`src/rtl/dp_ctrl_pkg.sv`:
```
// Shared types for the dot-product job controller: FSM state encoding and
// job completion status codes.
package dp_ctrl_pkg;

  typedef enum logic [2:0] {
    S_IDLE  = 3'd0,
    S_READ  = 3'd1,
    S_LOAD  = 3'd2,
    S_START = 3'd3,
    S_WAIT  = 3'd4,
    S_WRITE = 3'd5,
    S_DONE  = 3'd6
  } state_t;

  localparam logic [1:0] ERR_OK      = 2'b00;
  localparam logic [1:0] ERR_TIMEOUT = 2'b01;
  localparam logic [1:0] ERR_ABORT   = 2'b10;

endpackage

```
`src/rtl/dp_watchdog.sv`:
```
// Per-element engine watchdog: counts enabled cycles since the last clear and
// flags expiry on the TIMEOUT-th enabled cycle.
module dp_watchdog #(
  parameter int TIMEOUT = 64
) (
  input  logic clk,
  input  logic rst_n,
  input  logic i_clear,
  input  logic i_en,
  output logic o_expired
);

  localparam int CW = (TIMEOUT < 2) ? 1 : $clog2(TIMEOUT + 1);

  logic [CW-1:0] r_cnt;

  // Expiry includes the current enabled cycle, so exactly TIMEOUT cycles elapse.
  assign o_expired = i_en && (r_cnt == CW'(TIMEOUT - 1));

  always_ff @(posedge clk or negedge rst_n) begin
    if (!rst_n) begin
      r_cnt <= '0;
    end else if (i_clear) begin
      r_cnt <= '0;
    end else if (i_en && !o_expired) begin
      r_cnt <= r_cnt + CW'(1);
    end
  end

endmodule

```
`src/rtl/dp_job_controller.sv`:
```
// Job sequencer for the dot-product datapath: per element it reads both
// operands, launches the engine, waits for completion and writes the result.
module dp_job_controller
  import dp_ctrl_pkg::*;
#(
  parameter int DATA_WIDTH   = 32,
  parameter int ADDR_WIDTH   = 5,
  parameter int RESULT_WIDTH = 16,
  parameter int CNT_WIDTH    = 6,
  parameter int TIMEOUT      = 64
) (
  input  logic                    clk,
  input  logic                    rst_n,
  // Command handshake: a job is accepted in a cycle where cmd_valid && cmd_ready.
  input  logic                    cmd_valid,
  output logic                    cmd_ready,
  input  logic [ADDR_WIDTH-1:0]   cmd_src1,
  input  logic [ADDR_WIDTH-1:0]   cmd_src2,
  input  logic [ADDR_WIDTH-1:0]   cmd_dst,
  input  logic [CNT_WIDTH-1:0]    cmd_count,
  input  logic                    abort,
  output logic                    rd_en1,
  output logic                    rd_en2,
  output logic [ADDR_WIDTH-1:0]   rd_addr1,
  output logic [ADDR_WIDTH-1:0]   rd_addr2,
  input  logic [DATA_WIDTH-1:0]   rd_data1,
  input  logic [DATA_WIDTH-1:0]   rd_data2,
  output logic                    eng_start,
  output logic [DATA_WIDTH-1:0]   eng_a,
  output logic [DATA_WIDTH-1:0]   eng_b,
  input  logic                    eng_done,
  input  logic [RESULT_WIDTH-1:0] eng_result,
  output logic                    wr_en,
  output logic [ADDR_WIDTH-1:0]   wr_addr,
  output logic [DATA_WIDTH-1:0]   wr_data,
  output logic                    busy,
  output logic                    job_done,
  output logic [1:0]              job_err,
  output logic [CNT_WIDTH-1:0]    elems_done,
  output logic [2:0]              dbg_state
);

  state_t                  r_state, w_state_nxt;
  logic [ADDR_WIDTH-1:0]   r_src1, r_src2, r_dst;
  logic [CNT_WIDTH-1:0]    r_count, r_idx, r_elems;
  logic [DATA_WIDTH-1:0]   r_eng_a, r_eng_b;
  logic [RESULT_WIDTH-1:0] r_result;
  logic [1:0]              r_err, w_err_nxt;
  logic                    w_accept, w_last, w_wd_clear, w_wd_en, w_wd_expired;

  assign w_last = (r_idx + CNT_WIDTH'(1)) == r_count;

  dp_watchdog #(.TIMEOUT(TIMEOUT)) u_watchdog (
    .clk       (clk),
    .rst_n     (rst_n),
    .i_clear   (w_wd_clear),
    .i_en      (w_wd_en),
    .o_expired (w_wd_expired)
  );

  always_ff @(posedge clk or negedge rst_n) begin
    if (!rst_n) begin
      r_state <= S_IDLE;
      r_err   <= ERR_OK;
    end else begin
      r_state <= w_state_nxt;
      r_err   <= w_err_nxt;
    end
  end

  always_comb begin
    w_state_nxt = r_state;
    w_err_nxt   = r_err;
    w_accept    = 1'b0;
    w_wd_clear  = 1'b0;
    w_wd_en     = 1'b0;
    cmd_ready   = 1'b0;
    rd_en1      = 1'b0;
    rd_en2      = 1'b0;
    eng_start   = 1'b0;
    wr_en       = 1'b0;
    job_done    = 1'b0;
    case (r_state)
      S_IDLE: begin
        cmd_ready = 1'b1;
        if (cmd_valid) begin
          w_accept    = 1'b1;
          w_err_nxt   = ERR_OK;
          w_state_nxt = (cmd_count == '0) ? S_DONE : S_READ;
        end
      end
      S_READ: begin
        rd_en1      = 1'b1;
        rd_en2      = 1'b1;
        w_state_nxt = S_LOAD;
      end
      S_LOAD:  w_state_nxt = S_START;
      S_START: begin
        eng_start   = 1'b1;
        w_wd_clear  = 1'b1;
        w_state_nxt = S_WAIT;
      end
      S_WAIT: begin
        w_wd_en = 1'b1;
        if (w_wd_expired) begin
          w_err_nxt   = ERR_TIMEOUT;
          w_state_nxt = S_DONE;
        end else if (eng_done) begin
          w_state_nxt = S_WRITE;
        end
      end
      S_WRITE: begin
        wr_en       = 1'b1;
        w_state_nxt = w_last ? S_DONE : S_READ;
      end
      S_DONE: begin
        job_done    = 1'b1;
        w_state_nxt = S_IDLE;
      end
      default: w_state_nxt = S_IDLE;
    endcase
    // Abort overrides every in-job transition; a write in flight this cycle still lands.
    if (abort && (r_state inside {S_READ, S_LOAD, S_START, S_WAIT, S_WRITE})) begin
      w_err_nxt   = ERR_ABORT;
      w_state_nxt = S_DONE;
    end
  end

  always_ff @(posedge clk or negedge rst_n) begin
    if (!rst_n) begin
      r_src1   <= '0;
      r_src2   <= '0;
      r_dst    <= '0;
      r_count  <= '0;
      r_idx    <= '0;
      r_elems  <= '0;
      r_eng_a  <= '0;
      r_eng_b  <= '0;
      r_result <= '0;
    end else begin
      if (w_accept) begin
        r_src1  <= cmd_src1;
        r_src2  <= cmd_src2;
        r_dst   <= cmd_dst;
        r_count <= cmd_count;
        r_idx   <= '0;
        r_elems <= '0;
      end
      if (r_state == S_LOAD) begin
        r_eng_a <= rd_data1;
        r_eng_b <= rd_data2;
      end
      if ((r_state == S_WAIT) && eng_done) begin
        r_result <= eng_result;
      end
      if (r_state == S_WRITE) begin
        r_elems <= r_elems + CNT_WIDTH'(1);
        if (!w_last) r_idx <= r_idx + CNT_WIDTH'(1);
      end
    end
  end

  // Addresses wrap naturally modulo 2^ADDR_WIDTH.
  assign rd_addr1   = r_src1 + r_idx[ADDR_WIDTH-1:0];
  assign rd_addr2   = r_src2 + r_idx[ADDR_WIDTH-1:0];
  assign wr_addr    = r_dst + r_idx[ADDR_WIDTH-1:0];
  assign wr_data    = DATA_WIDTH'(r_result);
  assign eng_a      = r_eng_a;
  assign eng_b      = r_eng_b;
  assign busy       = (r_state != S_IDLE);
  assign job_err    = r_err;
  assign elems_done = r_elems;
  assign dbg_state  = r_state;

endmodule
```
`config.mk`:
```
export PLATFORM = sky130hd
export DESIGN_NAME = dp_job_controller
export DESIGN_NICKNAME = d
export VERILOG_FILES = /design/src/rtl/dp_ctrl_pkg.sv /design/src/rtl/dp_watchdog.sv /design/src/rtl/dp_job_controller.sv
export SDC_FILE = /design/constraint.sdc
export NUM_CORES = 1
export LEC_CHECK = 0
export CORE_MARGIN = 8
export CORE_UTILIZATION = 30
export CTS_BUF_LIST = sky130_fd_sc_hd__clkbuf_4 sky130_fd_sc_hd__clkbuf_8 sky130_fd_sc_hd__clkbuf_16
export DETAILED_ROUTE_END_ITERATION = 10
export PLACE_DENSITY = 0.57
export SLEW_MARGIN = 5
export SYNTH_ARGS = -nofsm -noshare
export SYNTH_HDL_FRONTEND = slang
export SYNTH_HIERARCHICAL = 1
export SYNTH_SLANG_ARGS = --single-unit
```
`constraint.sdc`:
```
create_clock -name clk -period 2.03 [get_ports clk]
set_input_delay 0.203 -clock clk [delete_from_list [all_inputs] [get_ports clk]]
set_output_delay 0.203 -clock clk [all_outputs]
set_load 0.05 [all_outputs]
```
Word-level counts from Yosys, hierarchy flattened
Index checks and enable logic that the tools add are counted.

Flip-flop bits (word level): 125.

Mux-type cells: 26. Add/sub/neg operators: 6. Reduce and logical (&&, ||, !) cells: 14. Eq/ne operators: 11.

Operators by type and width (count): $mux 6 (5); $mux 3 (6); $pmux 3 s6 (1); $add 5x5->5 (3); $mux 7 (2); $add 6x1->6 const B (2); $eq 3x3->1 const B (3); $mux 1 (8); $add 7x1->7 const B (1); $eq 7x6->1 const B (1); $eq 3x2->1 const B (2); $eq 6x6->1 (1); $logic_not 6->1 (1); $mux 2 (3); $reduce_bool 3->1 (2); $reduce_bool 5->1 (1); $logic_and 1x1->1 (4); $ne 4x2->1 const B (1); $pmux 2 s2 (1); $reduce_bool 2->1 (2); $eq 3x1->1 const B (1); $logic_not 3->1 (1); $ne 3x1->1 const B (1); $ne 3x3->1 const B (1); other kinds (3) (3).

Longest topological paths before layout
Gate-level depths: netlist of run 1.

Word-level depth: 7. Depth in mapped cells: 10. Mapped depth without buffers: 9.

Cells and area by module
The synthesis of run 1 kept the hierarchy.

By module, submodules not included: dp_job_controller (area each 5506.5 sq um, instances 1, cells an instance 455); dp_watchdog (area each 390.4 sq um, instances 1, cells an instance 39).

Worst setup path before layout of run 1
OpenSTA, ideal clock, no wires.

Path type: register to register. From: register r_state[0], in the netlist dbg_state[0]. To: register u_watchdog.r_cnt[5]. Path slack: -0.997 ns. Data arrival time: 2.900 ns. Cell stages (with the launch flop): 7. Setup time: 0.128 ns. Path through: dfrtp_1 > buf_4 > inv_1 > nor3_1 > clkbuf_2 > and2b_1 > mux2_1.

Elaborated cells on any way between the ends: 9. Classes of those cells: eq/ne: 2; mux: 3; reduce/logical: 4.

RTL lines: from (decl) (RTL line dp_job_controller.sv:43) `state_t r_state, w_state_nxt;`; from (signal assigned) (RTL line dp_job_controller.sv:66) `r_state <= w_state_nxt;`; $eq 3x2->1 (*); $mux 1 (*); net eng_start (RTL line dp_job_controller.sv:28) `output logic eng_start,`; $mux 7 / $reduce_bool 2->1 (equally long branches); to (signal assigned) (RTL line dp_watchdog.sv:26) `r_cnt <= r_cnt + CW'(1);`; to (decl) (RTL line dp_watchdog.sv:15) `logic [CW-1:0] r_cnt;`.

The timed path passes the listed nets; every way through them passes the cells marked *. A chain may end at the register's enable or synchronous reset.

Worst setup path after layout of run 1
From: register r_idx[0]. To: output rd_addr1[4].

Longest elaborated chain between the ends: 1.

Ends and longest elaborated chain: from (decl) (RTL line dp_job_controller.sv:45) `logic [CNT_WIDTH-1:0] r_count, r_idx, r_elems;`; from (signal assigned) (RTL line dp_job_controller.sv:158) `if (!w_last) r_idx <= r_idx + CNT_WIDTH'(1);`; $add 5x5->5 (RTL line dp_job_controller.sv:164) `assign rd_addr1 = r_src1 + r_idx[ADDR_WIDTH-1:0];`; to (decl) (RTL line dp_job_controller.sv:24) `output logic [ADDR_WIDTH-1:0] rd_addr1,`.

No other way between the ends.

==> flow_summary.json, run 1 <==
{
  "drc": 0,
  "diodes": 0,
  "critPathRequiredTime_ps": 1830,
  "end_kind": "primary output",
  "synth_seq_cells": 125,
  "grt_pass1_wl_um": 29200,
  "drt_pass1_iterations": 4,
  "worstSetupStartpointType": "flip-flop",
  "cp_data_arrival_time_ps": 2050,
  "die_height_um": 156,
  "gp_congestion": 0.832,
  "grt_usage": 0.155,
  "clock_path_buffers": 2,
  "regArea_um2": 3140,
  "nets": 869,
  "fin_crit_sh": 1.11,
  "cts-root-buf": "clkbuf_16",
  "totalWireLength_um": 18600,
  "cts_tree": "done",
  "h-tree-depth": 4,
  "grt_pass1_vias": 5183,
  "hpwlAfterDp_um": 14200,
  "place_ws_ps": -14.0,
  "syn_to_final_growth_pct": 63.5,
  "most-common-layout-cells": "193 x clkdlybuf4s50_1, 119 x dfrtp_1, 76 x mux2_2",
  "cp_max_fo": 4,
  "yosysWarnings": 6,
  "dpl_cell_area_um2": 8700,
  "clock_latency_ps": 410,
  "postSynthCellCount": 494,
  "synthDistinctLibCells": 59,
  "setup_viol": 9,
  "slew-limit-headroom": 0.585,
  "grt-ovfl-total": 0,
  "grt_max_degree": 65,
  "fillers": 1777,
  "max_cap_viol_count": 0,
  "violations": "negative setup slack",
  "drt_iter0_markers": 169,
  "cts_buffers": 17,
  "synth_edf_count": 0,
  "outcome": "finished with violations",
  "syn-cell-area_um2": 5900,
  "hold_viol_final": 0,
  "core_area_um2": 19400,
  "start_util": 0.304,
  "syn-mean-instance-area_um2": 11.9,
  "antenna_found_initial": 0,
  "portBuffers": 218,
  "final_cell_area_um2": 9640,
  "synthFlopType": "dfrtp_1",
  "max_slew.worst_pin.slew_ps": 620,
  "layout_commonest_cell": "clkdlybuf4s50_1",
  "vias": 4615,
  "fmax_ghz": 0.445,
  "drive_gt1_frac": 0.305,
  "clock_sinks": 125,
  "skew_ps": 7.74,
  "row_count": 51,
  "hp-class": "in -> async",
  "min_period_ps": 2250,
  "setup_tns_ps": -1080,
  "clk_pin_slew_ps": 60,
  "rsz0062_at_grt": "true",
  "multiInputGateArea_um2": 2800,
  "critical_path_class": "reg -> out",
  "setup_ws_ps": -218,
  "dp_cells": 981,
  "postSynth.asyncResetShare": 1.00,
  "die_area_um2": 24400,
  "die_x_um": 156,
  "wl_per_cell_um": 18.2,
  "synth_seq_area_share": 0.530,
  "num_io_pins": 235,
  "via_per_inst": 4.51,
  "stdcell_count": 1023,
  "drv_slew": 0,
  "ant_nets": 0
}
==> repair_timing <==
| action | in CTS | in global routing |
|---|---|---|
| cloned | 0 | 0 |
| setup endpoints to repair | 14 | 23 |
| buffers inserted | 4 | 5 |
| resized for setup | 29 | 22 |
| pin swaps | 20 | 15 |
| hold buffers | 1 | 0 |
| hold endpoints to repair | 33 | 0 |
==> state kept, by name, indices dropped and copies added (netlist names) <==
name and flops:
r_idx 6, job_err 2, elems_done 6, dbg_state 3, r_result 16, eng_a 32
u_watchdog/r_cnt 7, r_dst 5, r_src1 5, r_count 6, r_src2 5, eng_b 32
==> synth_stat cells (3+ instances only) <==
| library cell | n | area, µm² |
|---|---|---|
| dfrtp_1 | 125 | 3130 |
| nand2b_1 | 4 | 25.0 |
| buf_4 | 21 | 158 |
| clkbuf_1 | 3 | 11.3 |
| inv_1 | 20 | 75.1 |
| and3_1 | 3 | 18.8 |
| mux2_2 | 76 | 856 |
| fa_1 | 3 | 60.1 |
| o21ai_1 | 8 | 40.0 |
| nor2_1 | 11 | 41.3 |
| a31oi_1 | 3 | 18.8 |
| xnor2_1 | 16 | 140 |
| xor2_1 | 5 | 43.8 |
| buf_6 | 3 | 33.8 |
| nand2_1 | 69 | 259 |
| ha_1 | 15 | 188 |
| nand3_1 | 5 | 25.0 |
| mux2_1 | 7 | 78.8 |
| nor3_1 | 7 | 35.0 |
| and2_1 | 3 | 18.8 |
| nand4_1 | 4 | 25.0 |
| inv_2 | 5 | 18.8 |
| o21ai_0 | 9 | 45.0 |
| a21oi_1 | 10 | 50.1 |
| buf_2 | 9 | 45.0 |
| a21o_1 | 6 | 45.0 |
| o221ai_1 | 3 | 26.3 |
==> area by class of cell <==
| class | instances | share of cell area |
|---|---|---|
| inverter | 25 | 0.0105 |
| clock buffer | 18 | 0.0449 |
| timing repair buffer | 254 | 0.276 |
| sequential | 125 | 0.325 |
| tap | 265 | 0.0344 |
| clock inverter | 14 | 0.0191 |
| multi-input combinational | 322 | 0.290 |
==> layer usage <==
metal | track usage | up-vias | share of wire
met5 | 0 | - | 0
met2 | 0.248 | 192 | 0.47
met3 | 0.103 | 13 | 0.14
li1 | - | 2161 | -
met1 | 0.164 | 2249 | 0.38
met4 | 0.0435 | 0 | 0.016
==> worst max-delay path, cell delays in order, from the launching register on <==
cell,delay [ps]
dfrtp_2,410
ha_2,190
inv_1,60
fa_2,390
inv_1,60
a21o_1,150
a21oi_4,80
xnor2_4,150
buf_12,150
==> worst paths after layout <==
kind | end | slack, ps | startpoint | depth (start not counted)
worst max-delay path | rd_addr1[4] | -220 | r_idx[0]$_DFF_PN0_ | 8
worst min-delay path | r_count[5]$_DFFE_PN0P_ | 330 | rst_n | 2
worst max register to register | r_idx[5]$_DFF_PN0_ | 70 | r_idx[0]$_DFF_PN0_ | 8
worst min register to register | r_dst[0]$_DFFE_PN0P_ | 490 | r_dst[0]$_DFFE_PN0P_ | 2
max in group asynchronous | eng_a[22]$_DFFE_PN0P_ | 1040 | rst_n | 3
min in group clk | r_src2[3]$_DFFE_PN0P_ | 340 | cmd_src2[3] | 3
==> metrics by stage <==
step	util	hold slack, ps
after floorplan	-	-92.6
after global placement	0.449	229
after detailed placement	0.449	229
after CTS	0.490	329
after global routing	0.497	346
final	0.497	335
==> logic make-up (layout without fill, tap and decap cells) <==
group	after synthesis	count (layout)	share of synthesized area
fa+ha+maj	18	18	0.0420
flops	125	125	0.530
mux	86	86	0.164
other cells	1	16	0.000636
xor+xnor	23	23	0.0367
compound gates	57	57	0.0668
simple gates	122	122	0.100
buf+inv	62	311	0.0588
Power of run 1 is not shown: default switching activity piles up to over one toggle a cycle in this logic, so the estimate is an artifact.
==> run 2: changes to the inputs <==
Settings changed: GPL_TIMING_DRIVEN set to 0.
==> run 2 against run 1 <==
- final cell count grew 1.5%
- global-route usage grew 0.19 points
- first-iteration DRC count shrank 15%
- the flow still finishes with violations (negative setup slack)
==> flow_summary.json, run 2 (same netlist as run 1, synthesis figures left out) <==
{
  "outcome": "finished with violations",
  "violations": "negative setup slack",
  "cts-root-buf": "clkbuf_16",
  "cp_max_fo": 4,
  "post-route-util": 0.494,
  "totalWireLength_um": 18900,
  "multiInputGateArea_um2": 2830,
  "core_area_um2": 19400,
  "portBuffers": 218,
  "grt-ovfl-total": 0,
  "final_cell_area_um2": 9580,
  "drc": 0,
  "setup_tns_ps": -1260,
  "end_kind": "primary output",
  "hp-class": "in -> async",
  "rsz0062_at_grt": "true",
  "drv_slew": 0,
  "cts_tree": "done",
  "syn_to_final_growth_pct": 62.5,
  "vias": 4690,
  "stdcell_count": 1038,
  "grt_usage": 0.157,
  "start_util": 0.304,
  "row_count": 51,
  "max_slew.worst_pin.slew_ps": 627,
  "skew_ps": 9.44,
  "dp_cells": 993,
  "die_height_um": 156,
  "clock_latency_ps": 420,
  "grt_max_degree": 70,
  "slew-limit-headroom": 0.580,
  "clk_pin_slew_ps": 60,
  "cp_data_arrival_time_ps": 2090,
  "setup_ws_ps": -265,
  "drt_iter0_markers": 143,
  "via_per_inst": 4.52,
  "max_cap_viol_count": 0,
  "grt_pass1_wl_um": 29400,
  "dpl_cell_area_um2": 8620,
  "antenna_found_initial": 2,
  "h-tree-depth": 4,
  "gp_congestion": 0.828,
  "most-common-layout-cells": "195 x clkdlybuf4s50_1, 119 x dfrtp_1, 76 x mux2_2",
  "critPathRequiredTime_ps": 1830,
  "nets": 884,
  "num_io_pins": 235,
  "hpwlAfterDp_um": 14300,
  "layout_commonest_cell": "clkdlybuf4s50_1",
  "fin_crit_sh": 1.13,
  "drt_pass1_iterations": 4,
  "drive_gt1_frac": 0.313,
  "setup_viol": 14,
  "critical_path_class": "reg -> out",
  "cts_buffers": 17,
  "grt_pass1_vias": 5183,
  "die_x_um": 156,
  "worstSetupStartpointType": "flip-flop",
  "diodes": 0,
  "die_area_um2": 24400,
  "hold_viol_final": 0,
  "wl_per_cell_um": 18.2,
  "ant_nets": 0,
  "fmax_ghz": 0.436,
  "clock_sinks": 125,
  "fillers": 1752,
  "min_period_ps": 2300,
  "regArea_um2": 3140,
  "clock_path_buffers": 2
}
==> run 2: what timing repair did <==
action | 4_1_cts | 5_1_grt
endpoints found under the hold margin | 56 | 0
gates resized for setup | 142 | 33
setup buffers | 7 | 5
hold buffers | 1 | 0
pin swaps | 14 | 13
endpoints found under the setup margin | 33 | 86
==> run 2: layout make-up <==
cell class	instances	share of cell area
timing repair buffer	232	0.243
buffer	37	0.0283
tap	265	0.0346
clock buffer	18	0.0452
multi-input combinational	322	0.295
clock inverter	14	0.0153
sequential	125	0.327
inverter	25	0.0112
==> run 2: worst max-delay path, stage by stage (launching register included) <==
cell     delay, ps
dfrtp_2        460
ha_2           200
inv_1           70
fa_2           190
inv_1           40
a21o_1         200
a21oi_4        210
xnor2_4        140
buf_6          180
==> run 2: path summary, 6_finish.rpt <==
check                                      startpoint                      to  slack [ps]  cells past startpoint
worst min-delay path                            rst_n  r_count[3]$_DFFE_PN0P_         330                      2
min in group clk                           cmd_dst[3]    r_dst[3]$_DFFE_PN0P_         330                      3
worst max register to register     r_idx[0]$_DFF_PN0_      r_idx[1]$_DFF_PN0_        -110                      8
worst max-delay path               r_idx[0]$_DFF_PN0_             rd_addr1[4]        -270                      8
worst min register to register  eng_b[30]$_DFFE_PN0P_   eng_b[30]$_DFFE_PN0P_         490                      1
max in group asynchronous                       rst_n    eng_b[1]$_DFFE_PN0P_         960                      3
==> run 2: metal layers <==
layer,vias to the layer above,wire [µm],GRT usage
li1,2203,-,-
met1,2280,7010,0.163
met2,186,8880,0.252
met3,17,2770,0.110
met4,4,163,0.0398
met5,-,27,0
==> run 2: stage by stage <==
stage	setup slack, ps	hold slack [ps]
floorplan	-99.0	-92.6
global placement	-4810	468
detailed placement	-783	213
CTS	-269	308
global route	-342	317
finish	-265	325
Power of run 2 is left out for the same reason.
==> run 3: changes to the inputs <==
Settings changed: CAP_MARGIN set to 5, CTS_CLUSTER_SIZE set to 25, PLACE_DENSITY 0.57 to unset.
==> run 3 against run 2 <==
- the run still ends with negative setup slack left
- worst hold slack got worse by 15 ps
- critical path depth did not move
- count of clock-buffer cells in the layout shrank 1
- via count increased by 0.49%
- sequential cell count unchanged
- cell area is 0.77% higher
- first-iteration DRC count increased by 47%
- clock skew is 2.3 ps lower
- core utilization increased by 0.38 points
- sequential share of layout area down 0.25 points
- critical path type unchanged
- largest cell class unchanged
==> flow_summary.json, run 3 (same netlist as run 1, synthesis figures left out) <==
{
  "totalWireLength_um": 18400,
  "grt_pass1_wl_um": 28500,
  "h-tree-depth": 4,
  "drc": 0,
  "critPathRequiredTime_ps": 1830,
  "drt_pass1_iterations": 4,
  "clock_latency_ps": 420,
  "cts_buffers": 17,
  "setup_ws_ps": -295,
  "fmax_ghz": 0.430,
  "drt_iter0_markers": 210,
  "clock_path_buffers": 2,
  "cts-root-buf": "clkbuf_16",
  "cts_tree": "done",
  "gp_congestion": 0.773,
  "die_area_um2": 24400,
  "ant_nets": 0,
  "stdcell_count": 1040,
  "grt_pass1_vias": 5232,
  "most-common-layout-cells": "194 x clkdlybuf4s50_1, 119 x dfrtp_1, 76 x mux2_2",
  "wl_met1_um": 7320,
  "hpwlAfterDp_um": 14000,
  "row_count": 51,
  "grt-ovfl-total": 0,
  "cp_data_arrival_time_ps": 2120,
  "drv_slew": 0,
  "slew-limit-headroom": 0.594,
  "die_height_um": 156,
  "critical_path_class": "reg -> out",
  "wl_per_cell_um": 17.7,
  "die_x_um": 156,
  "syn_to_final_growth_pct": 63.7,
  "max_slew.worst_pin.slew_ps": 607,
  "post-route-util": 0.498,
  "rsz0062_at_grt": "true",
  "route.met2.wl_um": 8680,
  "dp_cells": 993,
  "clk_pin_slew_ps": 60,
  "cp_max_fo": 4,
  "end_kind": "primary output",
  "hold_slack_ps": 310,
  "hp-class": "in -> async",
  "portBuffers": 218,
  "violations": "negative setup slack",
  "fillers": 1735,
  "start_util": 0.304,
  "vias": 4713,
  "grt_usage": 0.151,
  "skew_ps": 7.09,
  "clock_sinks": 125,
  "hold_viol_final": 0,
  "min_period_ps": 2330,
  "fin_crit_sh": 1.15,
  "dr_wl_met3_um": 2270,
  "layout_commonest_cell": "clkdlybuf4s50_1",
  "antenna_found_initial": 0,
  "top_layer": "met4",
  "num_io_pins": 235,
  "max_cap_viol_count": 0,
  "setup_viol": 15,
  "outcome": "finished with violations",
  "worstSetupStartpointType": "flip-flop",
  "core_area_um2": 19400,
  "drive_gt1_frac": 0.320,
  "diodes": 0,
  "via_per_inst": 4.53,
  "grt_max_degree": 73,
  "nets": 886
}
[run 3: cell count changes in the layout (fill, tap and decap cells not counted), sizes merged]
cell           previous run  this run
clkdlybuf4s50           195       194
bufinv                    1         3
clkinvlp                  3         0
clkdlybuf4s15             1         3
clkinv                    2         6
inv                      33        31
dlymetal6s2s              0         1
clkbuf                   21        20
[run 3: metrics by stage]
step / setup WS, ps / cell area [µm²] / TNS (ps)
finish: -295 / 9660 / -1610
floorplan: -99.0 / 6080 / -99.0
CTS: -321 / 9410 / -1400
global route: -372 / 9660 / -2960
global placement: -4790 / 8600 / -546240
detailed placement: -900 / 8620 / -7590
[run 3: area by class of cell]
cell class	count	area [µm²]	share of cell area
Clock inverter	15	184	0.0190
Inverter	25	104	0.0108
Tap cell	265	332	0.0343
Sequential cell	125	3140	0.325
Timing Repair Buffer	235	2350	0.244
Buffer	36	270	0.0280
Clock buffer	17	425	0.0441
Multi-Input combinational cell	322	2850	0.295
[run 3: layer usage]
layer | vias to the layer above | track usage
li1 | 2207 | -
met5 | - | 0
met1 | 2301 | 0.168
met2 | 191 | 0.243
met4 | 0 | 0.0371
met3 | 14 | 0.0895
[run 3: worst max-delay path, cell delays in order (launching register included)]
cell and delay (ps):
dfrtp_2 480, ha_4 190, inv_2 50, fa_2 200, inv_1 40, a21o_1 200, a21oi_4 220, xnor2_4 140
buf_6 180
[run 3: worst paths after layout]
check                      cells after the start                  start                     to  slack, ps
min                                            2                  rst_n   r_dst[0]$_DFFE_PN0P_        310
max reg2reg                                    7     r_idx[0]$_DFF_PN0_     r_idx[1]$_DFF_PN0_       -120
min reg2reg                                    2  r_src1[3]$_DFFE_PN0P_  r_src1[3]$_DFFE_PN0P_        490
max                                            8     r_idx[0]$_DFF_PN0_            rd_addr1[4]       -300
max in group asynchronous                      3                  rst_n   eng_a[8]$_DFFE_PN0P_        970
min in group clk                               3            cmd_src2[4]  r_src2[4]$_DFFE_PN0P_        330
[run 3: what timing repair did]
item	in CTS	in global routing
buffers inserted	6	9
gates resized for setup	146	37
endpoints found under the setup margin	33	33
hold buffers	1	0
hold endpoints to repair	53	0
pin swaps	16	25
Power of run 3 is left out for the same reason.
